--- src/rtl/dkong_rom_arb.sv ---
// dkong_rom_arb: shares one ROM port among the main CPU, the sound CPU and the wave sampler.
// Priority is CPU > SND > WAV, but a wave request that has waited MAX_WAIT cycles wins outright.
module dkong_rom_arb #(
    parameter int MAX_WAIT = 64,
    parameter int TIMEOUT  = 255
) (
    input  logic        I_CLK,
    input  logic        I_RSTn,
    input  logic        I_CPU_STB,
    input  logic [18:0] I_CPU_AB,
    output logic [7:0]  O_CPU_DO,
    output logic        O_CPU_RDY,
    input  logic        I_SND_STB,
    input  logic [18:0] I_SND_AB,
    output logic [7:0]  O_SND_DO,
    output logic        O_SND_RDY,
    input  logic        I_WAV_STB,
    input  logic [18:0] I_WAV_AB,
    output logic [7:0]  O_WAV_DO,
    output logic        O_WAV_OVR,
    output logic        O_MEM_REQ,
    output logic [18:0] O_MEM_AB,
    input  logic        I_MEM_ACK,
    input  logic [7:0]  I_MEM_DO,
    output logic        O_ERR
);
    localparam int WW = $clog2(MAX_WAIT + 1);
    localparam int TW = $clog2(TIMEOUT + 1);
    localparam logic [WW-1:0] L_WAIT = WW'(MAX_WAIT);
    localparam logic [TW-1:0] L_TLIM = TW'(TIMEOUT - 1);

    typedef enum logic [1:0] {IDLE, BUSY, DONE} state_t;

    state_t        r_st, w_st_nx;
    logic [2:0]    w_stb, w_gsel, w_wsel, w_fly, w_fin3, r_pend, r_que;
    logic [18:0]   w_ab [3];
    logic [18:0]   r_ab [3];
    logic [18:0]   w_win_ab, r_mab;
    logic [1:0]    w_win, r_gnt;
    logic          w_gnt, w_fin, w_tout;
    logic          r_req, r_cpu_rdy, r_snd_rdy, r_ovr, r_err;
    logic [7:0]    w_rdata, r_cpu_do, r_snd_do, r_wav_do;
    logic [WW-1:0] r_wwait;
    logic [TW-1:0] r_tmo;

    assign w_stb    = {I_WAV_STB, I_SND_STB, I_CPU_STB};
    assign w_ab[0]  = I_CPU_AB;
    assign w_ab[1]  = I_SND_AB;
    assign w_ab[2]  = I_WAV_AB;
    assign w_win    = (r_pend[2] && r_wwait >= L_WAIT) ? 2'd2 :
                      r_pend[0] ? 2'd0 : r_pend[1] ? 2'd1 : 2'd2;
    assign w_win_ab = (w_win == 2'd0) ? r_ab[0] : (w_win == 2'd1) ? r_ab[1] : r_ab[2];
    assign w_gsel   = 3'b001 << r_gnt;
    assign w_wsel   = 3'b001 << w_win;
    // A requester is in flight while its access is in BUSY, including the grant edge itself.
    assign w_fly    = ({3{r_st == BUSY}} & w_gsel) | ({3{w_gnt}} & w_wsel);
    assign w_fin3   = {3{w_fin}} & w_gsel;
    assign w_rdata  = !w_tout ? I_MEM_DO : (r_gnt == 2'd2) ? 8'h80 : 8'hFF;

    assign O_CPU_DO  = r_cpu_do;
    assign O_CPU_RDY = r_cpu_rdy;
    assign O_SND_DO  = r_snd_do;
    assign O_SND_RDY = r_snd_rdy;
    assign O_WAV_DO  = r_wav_do;
    assign O_WAV_OVR = r_ovr;
    assign O_MEM_REQ = r_req;
    assign O_MEM_AB  = r_mab;
    assign O_ERR     = r_err;

    always_comb begin
        w_st_nx = r_st;
        w_gnt   = 1'b0;
        w_fin   = 1'b0;
        w_tout  = 1'b0;
        case (r_st)
            IDLE: begin
                w_gnt   = |r_pend;
                w_st_nx = w_gnt ? BUSY : IDLE;
            end
            BUSY: begin
                w_tout  = !I_MEM_ACK && r_tmo == L_TLIM;
                w_fin   = I_MEM_ACK || w_tout;
                w_st_nx = w_fin ? DONE : BUSY;
            end
            default: w_st_nx = IDLE;
        endcase
    end

    always_ff @(posedge I_CLK or negedge I_RSTn) begin
        if (!I_RSTn) begin
            r_st      <= IDLE;
            r_pend    <= '0;
            r_que     <= '0;
            r_gnt     <= '0;
            r_mab     <= '0;
            r_req     <= 1'b0;
            r_cpu_rdy <= 1'b0;
            r_snd_rdy <= 1'b0;
            r_cpu_do  <= '0;
            r_snd_do  <= '0;
            r_wav_do  <= 8'h80;
            r_ovr     <= 1'b0;
            r_err     <= 1'b0;
            r_wwait   <= '0;
            r_tmo     <= '0;
            for (int i = 0; i < 3; i++) r_ab[i] <= '0;
        end else begin
            r_st <= w_st_nx;
            // A strobe during its own access queues behind it; one on the completion edge survives it.
            for (int i = 0; i < 3; i++) begin
                if (w_stb[i]) r_ab[i] <= w_ab[i];
                if (w_fin3[i]) begin
                    r_pend[i] <= w_stb[i] | r_que[i];
                    r_que[i]  <= 1'b0;
                end else if (w_stb[i]) begin
                    r_pend[i] <= 1'b1;
                    if (w_fly[i]) r_que[i] <= 1'b1;
                end
            end
            if (w_stb[2] && r_pend[2] && !w_fly[2]) r_ovr <= 1'b1;
            if (w_gnt && w_win == 2'd2) r_wwait <= '0;
            else if (r_pend[2] && !w_fly[2] && r_wwait != L_WAIT) r_wwait <= r_wwait + 1'b1;
            if (w_gnt) begin
                r_gnt <= w_win;
                r_mab <= w_win_ab;
                r_req <= 1'b1;
                r_tmo <= '0;
            end else if (r_st == BUSY) begin
                r_tmo <= r_tmo + 1'b1;
            end
            if (w_fin) r_req <= 1'b0;
            if (w_tout) r_err <= 1'b1;
            r_cpu_rdy <= w_fin3[0];
            r_snd_rdy <= w_fin3[1];
            if (w_fin3[0]) r_cpu_do <= w_rdata;
            if (w_fin3[1]) r_snd_do <= w_rdata;
            if (w_fin3[2]) r_wav_do <= w_rdata;
        end
    end
endmodule

--- config.mk ---
export PLATFORM = sky130hd
export DESIGN_NAME = dkong_rom_arb
export DESIGN_NICKNAME = d
export VERILOG_FILES = /design/src/rtl/dkong_rom_arb.sv
export SDC_FILE = /design/constraint.sdc
export NUM_CORES = 1
export LEC_CHECK = 0
export ABC_AREA = 1
export BUFFER_PORTS_ARGS = -buffer_cell sky130_fd_sc_hd__buf_2
export CORE_MARGIN = 2
export CORE_UTILIZATION = 45
export CTS_CLUSTER_SIZE = 25
export DETAILED_ROUTE_END_ITERATION = 16
export GPL_TIMING_DRIVEN = 1
export PLACE_DENSITY = 0.74
export SYNTH_ARGS = -nofsm -noshare
export SYNTH_HDL_FRONTEND = slang
export SYNTH_SLANG_ARGS = --single-unit
export TNS_END_PERCENT = 1
--- constraint.sdc ---
create_clock -name I_CLK -period 1.7 [get_ports I_CLK]
set_input_delay 0.255 -clock I_CLK [delete_from_list [all_inputs] [get_ports I_CLK]]
set_output_delay 0.255 -clock I_CLK [all_outputs]
set_load 0.005 [all_outputs]
# Yosys cells after proc, flatten, opt, wreduce, memory -nomap -nowiden
# Index checks and enable logic that the tools add are counted.
[totals] reg_bits=130 output_inout_bits=48 elab_cells=99 in_bits=71
[classes] n_reduce_logical=25 add_sub_neg=2 n_eq_ne=6 bitwise=7 muxes=34 shift=2 n_lt_le_gt_ge=1
[op_table] cell="$mux W19" n=2
[op_table] cell="$mux W8" n=3
[op_table] cell="$mux W1" n=21
[op_table] cell="$mux W7" n=3
[op_table] cell="$reduce_bool A2 Y1" n=9
[op_table] cell="$and A3 B3 Y3" n=3
[op_table] cell="$add A8 B1 Y8 const B" n=1
[op_table] cell="$eq A8 B8 Y1 const B" n=1
[op_table] cell="$mux W2" n=4
[op_table] cell="$add A7 B1 Y7 const B" n=1
[op_table] cell="$ge A7 B7 Y1 const B" n=1
[op_table] cell="$logic_and A1 B1 Y1" n=7
[op_table] cell="$ne A7 B7 Y1 const B" n=1
[op_table] cell="$reduce_and A2 Y1" n=3
[op_table] cell="$shl A1 B2 Y3 const A" n=2
[op_table] cell="$eq A2 B1 Y1 const B" n=2
[op_table] cell="$eq A2 B2 Y1 const B" n=2
[op_table] cell="$logic_not A2 Y1" n=2
[op_table] cell="$pmux W2 S2" n=1
[op_table] cell="$or A1 B1 Y1" n=3
[op_table] cell="$or A3 B3 Y3" n=1
[op_table] cell="$reduce_or A3 Y1" n=1
[op_table] cell="$logic_not A1 Y1" n=2
[op_table] cell="$logic_or A1 B1 Y1" n=1

# Longest topological paths before layout
# Gate-level depths: netlist (run 1).
[depth] depth_word=11 depth_mapped=10 depth_no_buf=10

# Worst setup path before layout (run 1)
# Ideal clock, no wire load.
[synth_path] path_type="register -> register" from="register r_tmo[0]" to="register r_pend[2]" setup_ps=122 t_required_ps=1578 n_path_buf=1 path_stages_with_launch=11 slack_ps=209 period_less_slack_ps=1491 arrival_time_ps=1370 cell_sequence="dfrtp_1 > inv_1 > ha_1 > inv_1 > nor2_1 > nand2_2 > nand2_4 > nand2_4 > buf_6 > nand2_2 > nand3_2"
[synth_via] elab_chain_cells=6 elab_cells_between_ends=7 cone_classes="eq/ne (1); mux (2); bitwise (1); reduce/logical (3)"
[synth_rtl] element="from (decl)" line="44" text="logic [TW-1:0] r_tmo;"
[synth_rtl] element="from (signal assigned)" line="129" text="r_tmo <= r_tmo + 1'b1;"
[synth_rtl] element="$eq A8 B8 Y1 (*)" line="81" text="w_tout = !I_MEM_ACK && r_tmo == L_TLIM;"
[synth_rtl] element="$logic_and A1 B1 Y1 (*)" line="81"
[synth_rtl] element="$logic_or A1 B1 Y1 (*)" line="82" text="w_fin = I_MEM_ACK || w_tout;"
[synth_rtl] element="$mux W1 (*)" line="75" text="case (r_st)"
[synth_rtl] element="$and A3 B3 Y3 (*)" line="57" text="assign w_fin3 = {3{w_fin}} & w_gsel;"
[synth_rtl] element="$mux W1 or $reduce_bool A2 Y1 (tied branches)"
[synth_rtl] element="to (signal, indexed assignment)" line="113" text="r_pend[i] <= w_stb[i] | r_que[i];"
[synth_rtl] element="to (decl)" line="35" text="logic [2:0] w_stb, w_gsel, w_wsel, w_fly, w_fin3, r_pend, r_que;"
# Mark *: on every way between the ends. The rest lies on a longest branch, timed or not.
# A chain may end at the register's enable or synchronous reset.

# Worst setup path after layout (run 1)
[layout_path] from="register r_tmo[0]" to="register r_cpu_do[0] (netlist: O_CPU_DO[0])"
[layout_via] elab_chain_cells=5 elab_cells_between_ends=7 cone_classes="eq/ne (1); mux (3); bitwise (1); reduce/logical (2)"
[layout_rtl] element="$eq A8 B8 Y1" line="81"
[layout_rtl] element="$logic_and A1 B1 Y1" line="81"
[layout_rtl] element="$logic_or A1 B1 Y1" line="82"
[layout_rtl] element="$mux W1" line="75"
[layout_rtl] element="$and A3 B3 Y3" line="57"
[layout_rtl] element="named net w_fin3[0]" line="35"
[layout_rtl] element="to (signal assigned)" line="135" text="if (w_fin3[0]) r_cpu_do <= w_rdata;"
[layout_rtl] element="to (decl)" line="42" text="logic [7:0] w_rdata, r_cpu_do, r_snd_do, r_wav_do;"
# The timed path passes the listed nets, and every way through them passes these cells.

==> metrics, run 1 <==
slowest stage delay, CP=0.39 ns; synth top area cells=dfrtp_1, nand2_1, inv_1, a21oi_1, o21ai_0; ant diodes=0; r2r startpoint=r_tmo[0]; Setup Fix Bufs, Post-CTS=0; Crit Path Class=reg2reg; vias=4,796; Critical Path RT=2.04 ns; worst skew pair latency=0.41 ns; clk root buf=clkbuf_16; vias in the first global route=4,551; CTS tree=built; Cell Count Post-Placement=966; worst-case reg-to-reg path depth=10; Slew HR=0.605; Synth cell types=30; PwrDens=1650 mW/mm^2; Max clock buf depth=2; Ports=119; Finished Layout Cells=999; RR Endpoint=O_CPU_DO[0]; cell family with most CP delay=simple AND/OR/NAND/NOR gates; Syn Inst Count=680; Initial Utilization=0.456; Final Hold Viols=0; post-synth top area share=0.566; Die Ht=117 um; Final Cell Area=0.00731 sq mm; layout cells sized above 1=0.236; Nets=889; Tcrit/Tclk final=0.919; dpl hpwl=9.55 mm; CP startpoint kind=flip-flop; worst hold path class=in2reg; TritonCTS Sinks=130; pin count of the biggest net entering global routing=39; final setup vio count=0; CP arrival=1.91 ns; sink of the worst hold path=r_ab[40]; Ys Warns=0; Tightest Pin Transition=0.590 ns; DRC=0; crit end category=flip-flop; Final Critical Period=1.56 ns; overall routed net length=13.2 mm; Synth Flop Type=dfrtp_1; drt wl/cell=13.3 um; cell-by-cell trace of the critical path=inv_1 -> ha_1 -> inv_1 -> nor2_4 -> nand2_2 -> nand2_4 -> nand2_4 -> clkinv_2 -> nand2_1 -> nand2_1; CTS H-tree depth=4; DP Area=0.00661 sq mm; R2R Setup Slk=0.14 ns; count leader, synth=nand2_1; total gr overflow=0; Yosys reg bits=130; P&R area growth vs syn=28.1%; initial antenna violation count=0; Worst Path Max Fanout=10; syn_nets=755; Clock Skew=0.00698 ns; worst vdd ir=0.000800 V; Die Wd=117 um; critical path's slowest cell=dfrtp_1; status=finished, final reports clean; Netlist Area Pre-Place=0.00571 sq mm; via/cell ratio=4.80; number of flops mapped to enable cells by yosys=0; RSZ-0062 raised after global routing=no; core area=0.0125 sq mm; Synth area leader=dfrtp_1; initial DRC count=276; CTS buffer count=17; Max Cap Viol=0; All-Layer GR Usage=0.207; Setup TNS=0 ns; post-synthesis sequential area ratio=0.570; gpl congestion=0.852; worst path buffer plus inverter count=3; clk slew on worst S/H paths=0.06 ns; row count=41; first-pass GRT wire length=21.7 mm; asr flop ratio synth=1.00; Leak=3.97 nW; Syn Area/Cell=8.39 sq um; drt pass-1 iters=5; top cells by instance count after synthesis=nand2_1, dfrtp_1, inv_1, a21oi_1, o21ai_0; IO buf count=118; WHS Path Cells=3; die area=0.0136 sq mm; worst hold start=I_CPU_AB[2]; Detail Route Antenna Nets=0; Slew Limit Fails=0; Max Fclk=640 MHz
cell type report:
type | instances | area, sq um
fillers | 1133 | 5210
multi-input cells | 462 | 2130
flip-flops and latches | 130 | 3250
well taps | 172 | 215
inverters | 64 | 243
clock buffers | 24 | 522
clock inverters | 8 | 145
repair buffers | 139 | 803
how the worst max path moves through the flow:
stage	startpoint	endpoint	slack, ns	depth (start not counted)
floorplan	r_tmo[0]	r_pend[2]	0.21	10
global placement	r_tmo[0]	O_CPU_DO[3]	0.16	9
detailed placement	r_tmo[0]	O_WAV_DO[1]	0.08	10
CTS	r_tmo[0]	O_WAV_DO[1]	0.06	10
global route	r_tmo[4]	O_SND_DO[5]	0.007	8
finish	r_tmo[0]	O_CPU_DO[0]	0.14	10
flip-flops by register name, indices dropped and copies added (netlist names):
register   cells
O_CPU_DO       8
O_CPU_RDY      1
O_ERR          1
O_MEM_AB      19
O_MEM_REQ      1
O_SND_DO       8
O_SND_RDY      1
O_WAV_DO       8
O_WAV_OVR      1
r_ab          57
r_gnt          2
r_pend         3
r_que          3
r_st           2
r_tmo          8
r_wwait        7
worst register-to-register path: cells and delay by family (launching register included):
kind | cells | cell delay, ns
adder cells (fa/ha/maj) | 1 | 0.14
buffers and inverters | 3 | 0.29
flip-flops | 1 | 0.39
AND/OR/NAND/NOR | 6 | 0.67
cell usage in the layout (no fill, tap or decap), drive strengths merged:
| master | instances |
|---|---|
| a21oi | 41 |
| a31oi | 1 |
| buf | 138 |
| bufinv | 4 |
| clkbuf | 24 |
| clkinv | 6 |
| clkinvlp | 2 |
| dfrtp | 129 |
| dfstp | 1 |
| dlygate4sd3 | 1 |
| ha | 4 |
| inv | 60 |
| nand2 | 282 |
| nand3 | 27 |
| nand4 | 5 |
| nor2 | 34 |
| nor3 | 4 |
| nor4 | 1 |
| o211ai | 18 |
| o21ai | 41 |
| o21bai | 1 |
| o22ai | 1 |
| xor2 | 2 |
per-stage QoR:
stage	hold slack (ns)	util	power, mW	worst slack, ns
2_1_floorplan	-0.0406	-	6.59	0.209
3_3_place_gp	0.225	0.528	8.00	0.160
3_5_place_dp	0.228	0.528	8.10	0.0778
4_1_cts	0.0290	0.582	12.2	0.0584
5_1_grt	0.0393	0.584	12.9	0.00694
6_report	0.0407	0.584	12.1	0.137
report_power, final:
group | switching, mW | leakage (nW) | total [mW] | internal, mW
Combinational | 2.07 | 2.07 | 3.52 | 1.45
Sequential | 0.585 | 1.58 | 4.54 | 3.96
Clock | 1.28 | 0.324 | 4.01 | 2.72
repair_timing:
item | CTS | global route
endpoints found under the hold margin | 25 | 0
resized for setup | 0 | 4
setup endpoints to repair | 0 | 18
hold buffers | 1 | 0
metal layers:
layer	track usage	vias to the layer above	part of all wire	routed length (um)
met5	0	-	0	0
met4	0.0596	0	0.011	148
met3	0.0540	14	0.055	725
met2	0.329	140	0.46	6110
met1	0.282	2215	0.47	6260
li1	-	2427	-	-
kinds of logic after synthesis:
logic type      share of synthesized area
buf+inv                            0.0612
xor+xnor                          0.00307
compound gates                      0.103
fa+ha+maj                         0.00877
simple gates                        0.254
flops                               0.570
No activity file was read; power rests on OpenSTA's default activity.
==> inputs of run 2 (changes only) <==
Clock period 1.7 ns to 1.45 ns, I/O delays scaled along.
==> metrics, run 2 (same netlist as run 1, synthesis figures left out) <==
status=finished, violations left (was finished, final reports clean); failing checks=negative setup slack; multi-input logic area=0.00227 sq mm (was 0.00213 sq mm); CP arrival=1.80 ns (was 1.91 ns); Nets=938 (was 889); die area=0.0136 sq mm (unchanged); first-pass GRT wire length=22.7 mm (was 21.7 mm); max reg flops=57 (unchanged); fill count=1,052 (was 1,133); IO buf count=118 (unchanged); DP Area=0.00675 sq mm (was 0.00661 sq mm); Detail Route Antenna Nets=0 (unchanged); FF+latch area=0.00325 sq mm (unchanged); Slew HR=0.683 (was 0.605); Tightest Pin Transition=0.475 ns (was 0.590 ns); Top reg by flops=r_ab (unchanged); clk root buf=clkbuf_16 (unchanged); Final WS setup=-0.0333 ns (was 0.137 ns); CP startpoint kind=flip-flop (unchanged); Setup TNS=-0.266 ns (was 0 ns); worst vdd ir=0.000981 V (was 0.000800 V); drt pass-1 iters=5 (unchanged); Clock Skew=0.00605 ns (was 0.00698 ns); most common cell after layout, fill and taps aside=nand2_1 (unchanged); Ports=119 (unchanged); CTS H-tree depth=4 (unchanged); worst hold path class=in2reg (unchanged); vias in the first global route=4,846 (was 4,551); Die Ht=117 um (unchanged); ant diodes=0 (unchanged); Max Cap Viol=0 (unchanged); Crit Path Class=reg2reg (unchanged); hold_ws=0.00183 ns (was 0.0407 ns); initial DRC count=349 (was 276); layout cells sized above 1=0.282 (was 0.236); crit end category=flip-flop (unchanged); Initial Utilization=0.456 (unchanged); dpl hpwl=9.44 mm (was 9.55 mm); Max Fclk=674 MHz (was 640 MHz); CTS buffer count=17 (unchanged); Leak=4.16 nW (was 3.97 nW); All-Layer GR Usage=0.217 (was 0.207); Final Cell Area=0.00777 sq mm (was 0.00731 sq mm); Final Util=0.621 (was 0.584); TritonCTS Sinks=130 (unchanged); Final Hold Viols=0 (unchanged); total gr overflow=0 (unchanged); gpl congestion=0.853 (was 0.852); Critical Path RT=1.76 ns (was 2.04 ns); via/cell ratio=4.89 (was 4.80); Slew Limit Fails=0 (unchanged); most frequent cells in the layout=nand2_1, dfrtp_1, buf_2 (unchanged); RSZ-0062 raised after global routing=yes (was no); drt wl/cell=13.9 um (was 13.3 um); final setup vio count=20 (was 0); vias=5,128 (was 4,796); worst skew pair latency=0.42 ns (was 0.41 ns); Die Wd=117 um (unchanged); DRC=0 (unchanged); clk slew on worst S/H paths=0.06 ns (about the same); row count=41 (unchanged); Power Total=14.1 mW (was 12.1 mW); pin count of the biggest net entering global routing=52 (was 39); overall routed net length=14.5 mm (was 13.2 mm); Final Critical Period=1.48 ns (was 1.56 ns); CTS tree=built (unchanged); core area=0.0125 sq mm (unchanged); PwrDens=1820 mW/mm^2 (was 1650 mW/mm^2); initial antenna violation count=0 (unchanged); Max clock buf depth=2 (unchanged); Worst Path Max Fanout=5 (was 10); P&R area growth vs syn=36.1% (was 28.1%); Tcrit/Tclk final=1.02 (was 0.919)
[run 2: cell count changes in the layout (fill, tap and decap cells not counted), sizes merged]
cell / delta
buf: +24
dlygate4sd3: +19
clkinvlp: +5
bufinv: -4
nand2: +4
clkinv: +2
inv: -1
[run 2: power breakdown]
| part | total, mW | internal [mW] | switching, mW | leakage, nW |
|---|---|---|---|---|
| registers | 5.29 | 4.64 | 0.649 | 1.58 |
| clock network | 3.96 | 2.40 | 1.56 | 0.264 |
| logic | 4.87 | 2.06 | 2.82 | 2.32 |
[run 2: repair_timing]
action                     4_1_cts  5_1_grt
pin swaps                        1       11
setup endpoints to repair       29       64
buffers inserted                 1        5
gates cloned                     0        6
hold endpoints to repair       148        0
gates resized for setup          7       39
hold buffers                    20        0
[run 2: area by class of cell]
cell class,instances,share of cell area
repair inverters,2,0.00193
inverters,64,0.0346
flip-flops and latches,130,0.419
repair buffers,182,0.153
well taps,172,0.0277
clock inverters,8,0.00692
multi-input cells,466,0.292
clock buffers,24,0.0646
[run 2: per-layer routing]
layer | global-route usage | vias to the layer above | part of all wire
li1 | - | 2538 | -
met1 | 0.295 | 2419 | 0.45
met2 | 0.340 | 139 | 0.48
met3 | 0.0477 | 32 | 0.048
met4 | 0.0855 | 0 | 0.023
met5 | 0 | - | 0
[run 2: path summary, 6_finish.rpt]
check | start | end | slack [ns] | cells after the start
min reg2reg | O_WAV_DO[7] | O_WAV_DO[7] | 0.46 | 2
max reg2reg | r_tmo[3] | O_MEM_REQ | -0.03 | 8
max | r_tmo[3] | O_MEM_REQ | -0.03 | 8
min in group asynchronous | I_RSTn | O_WAV_OVR | 0.17 | 2
min | I_SND_AB[13] | r_ab[32] | 0.002 | 3
max in group asynchronous | I_RSTn | O_WAV_DO[7] | 0.68 | 3
[run 2: stage by stage]
step | setup WS [ns] | cells
2_1_floorplan | 0.00786 | 680
3_3_place_gp | 0.0158 | 984
4_1_cts | -0.0179 | 1037
3_5_place_dp | -0.0518 | 984
5_1_grt | -0.124 | 1048
6_report | -0.0333 | 1048
[run 2: worst max-delay path: stages, from the launching register on]
cell and delay (ns):
dfrtp_1 0.37, nand2_2 0.08, nor3_4 0.35, nand2_4 0.14
nand2_8 0.17, buf_6 0.13, nand2_2 0.04, nand2_1 0.05
nand2_1 0.04
==> inputs of run 3 (changes only) <==
--- a/config.mk
+++ b/config.mk
@@ -15,2 +15,3 @@
 export PLACE_DENSITY = 0.74
+export SKIP_CTS_REPAIR_TIMING = 1
 export SYNTH_ARGS = -nofsm -noshare
==> constraint.sdc (replaced) <==
create_clock -name I_CLK -period 1.69 [get_ports I_CLK]
set_input_delay 0.2535 -clock I_CLK [delete_from_list [all_inputs] [get_ports I_CLK]]
set_output_delay 0.2535 -clock I_CLK [all_outputs]
set_load 0.01 [all_outputs]
==> metrics, run 3 (same netlist as run 1, synthesis figures left out) <==
worst hold path class=in2reg (unchanged); most used cell, CP=inv_1; CP arrival=1.89 ns (was 1.80 ns); Final Hold Viols=0 (unchanged); worst path buffer plus inverter count=3 (was 1); Crit Path Class=reg2reg (unchanged); Max Fclk=651 MHz (was 674 MHz); Final Critical Period=1.54 ns (was 1.48 ns); Tightest Pin Transition=0.619 ns (was 0.475 ns); vias=4,819 (was 5,128); die area=0.0136 sq mm (unchanged); RSZ-0062 raised after global routing=no (was yes); Leak=3.93 nW (was 4.16 nW); Detail Route Antenna Nets=0 (unchanged); Die Wd=117 um (unchanged); CTS H-tree depth=4 (unchanged); core area=0.0125 sq mm (unchanged); via/cell ratio=4.84 (was 4.89); TritonCTS Sinks=130 (unchanged); most frequent cells in the layout=nand2_1, dfrtp_1, buf_2 (unchanged); Final Cell Area=0.00721 sq mm (was 0.00777 sq mm); most common cell after layout, fill and taps aside=nand2_1 (unchanged); metal2 WL=6.19 mm (was 7.03 mm); sink of the worst hold path=r_ab[22] (was r_ab[32]); Slew HR=0.584 (was 0.683); R2R Setup Slk=0.15 ns (was -0.03 ns); worst hold start=I_SND_AB[3] (was I_SND_AB[13]); Tcrit/Tclk final=0.909 (was 1.02); Top Metal Used=met4 (unchanged); drt pass-1 iters=4 (was 5); CP startpoint kind=flip-flop (unchanged); vias in the first global route=4,628 (was 4,846); Clock Skew=0.00717 ns (was 0.00605 ns); gpl congestion=0.848 (was 0.853); DRC=0 (unchanged); fill count=1,151 (was 1,052); WHS Path Cells=3 (unchanged); Worst Path Max Fanout=16 (was 5); P&R area growth vs syn=26.4% (was 36.1%); WL met1=6.42 mm (was 6.47 mm); ant diodes=0 (unchanged); clk slew on worst S/H paths=0.05 ns (was 0.06 ns); total gr overflow=0 (unchanged); DP Area=0.00658 sq mm (was 0.00675 sq mm); max reg flops=57 (unchanged); Slew Limit Fails=0 (unchanged); overall routed net length=13.5 mm (was 14.5 mm); Critical Path RT=2.04 ns (was 1.76 ns); metal3 WL=792 um (was 693 um); layout cells sized above 1=0.229 (was 0.282); slowest stage delay, CP=0.40 ns (was 0.37 ns); All-Layer GR Usage=0.217 (about the same); Setup TNS=0 ns (was -0.266 ns); Top reg by flops=r_ab (unchanged); cell family with most CP delay=simple AND/OR/NAND/NOR gates (unchanged); Max clock buf depth=2 (unchanged); cell-by-cell trace of the critical path=inv_1 -> ha_1 -> inv_1 -> nor2_4 -> nand2_2 -> nand2_4 -> nand2_4 -> inv_1 -> nand2_1 -> nand2_1 (was nand2_2 -> nor3_4 -> nand2_4 -> nand2_8 -> buf_6 -> nand2_2 -> nand2_1 -> nand2_1); Initial Utilization=0.456 (unchanged); r2r startpoint=r_tmo[0] (was r_tmo[3]); IO buf count=118 (unchanged); first-pass GRT wire length=22.7 mm (about the same); Nets=886 (was 938); RR Endpoint=O_WAV_DO[1] (was O_MEM_REQ); initial DRC count=318 (was 349); final setup vio count=0 (was 20); worst skew pair latency=0.42 ns (about the same); row count=41 (unchanged); Max Cap Viol=0 (unchanged); critical path's slowest cell=dfrtp_1 (unchanged); Ports=119 (unchanged); clk root buf=clkbuf_16 (unchanged); Die Ht=117 um (unchanged); status=finished, final reports clean (was finished, violations left); pin count of the biggest net entering global routing=45 (was 52); initial antenna violation count=0 (unchanged); PwrDens=1670 mW/mm^2 (was 1820 mW/mm^2); CTS buffer count=17 (unchanged); worst vdd ir=0.000901 V (was 0.000981 V); drt wl/cell=13.6 um (was 13.9 um); crit end category=flip-flop (unchanged); dpl hpwl=9.68 mm (was 9.44 mm); worst-case reg-to-reg path depth=10 (was 8); CTS tree=built (unchanged)
[run 3: cell type report]
class                      count  area, sq um  share of cell area
clock inverter                 9          129              0.0179
timing repair buffer         136          781               0.108
clock buffer                  23          478              0.0663
inverter                      64          245              0.0340
sequential                   130         3250               0.451
multi-input combinational    462         2110               0.293
tap                          172          215              0.0298
[run 3: through the flow]
stage                     hold slack (ns)   util  worst slack [ns]  std cells  power, mW
after floorplan                   -0.0421      -             0.199        680       6.82
after CTS                          -0.259  0.574            0.0420        994       12.1
after global placement              0.183  0.526             0.153        962       8.19
final                              0.0344  0.576             0.154        996       12.0
after global routing               0.0309  0.576            0.0191        996       12.9
after detailed placement            0.183  0.526            0.0597        962       8.31
[run 3: tightest hold or removal path, cell delays in order]
cell and delay (ns):
buf_2 0.07, nand2_1 0.04, nand2_1 0.05
[run 3: worst max path at each step]
stage             endpoint  startpoint  cells past startpoint
3_5_place_dp   O_CPU_DO[6]    r_tmo[0]                      9
6_report       O_WAV_DO[1]    r_tmo[0]                     10
3_3_place_gp   O_CPU_DO[2]    r_tmo[0]                      9
2_1_floorplan    r_pend[2]    r_tmo[0]                     10
5_1_grt        O_CPU_DO[5]     r_st[1]                      8
4_1_cts        O_CPU_DO[0]    r_tmo[0]                      9
[run 3: routing by layer]
layer / vias to the layer above / global-route usage
li1: 2413 / -
met1: 2244 / 0.305
met2: 148 / 0.334
met3: 14 / 0.0623
met4: 0 / 0.0580
met5: - / 0
[run 3: power by group]
group          leakage [nW]  switching (mW)  internal (mW)
registers              1.58           0.594           3.98
logic                  2.06            2.28           1.42
clock network         0.293            1.32           2.43
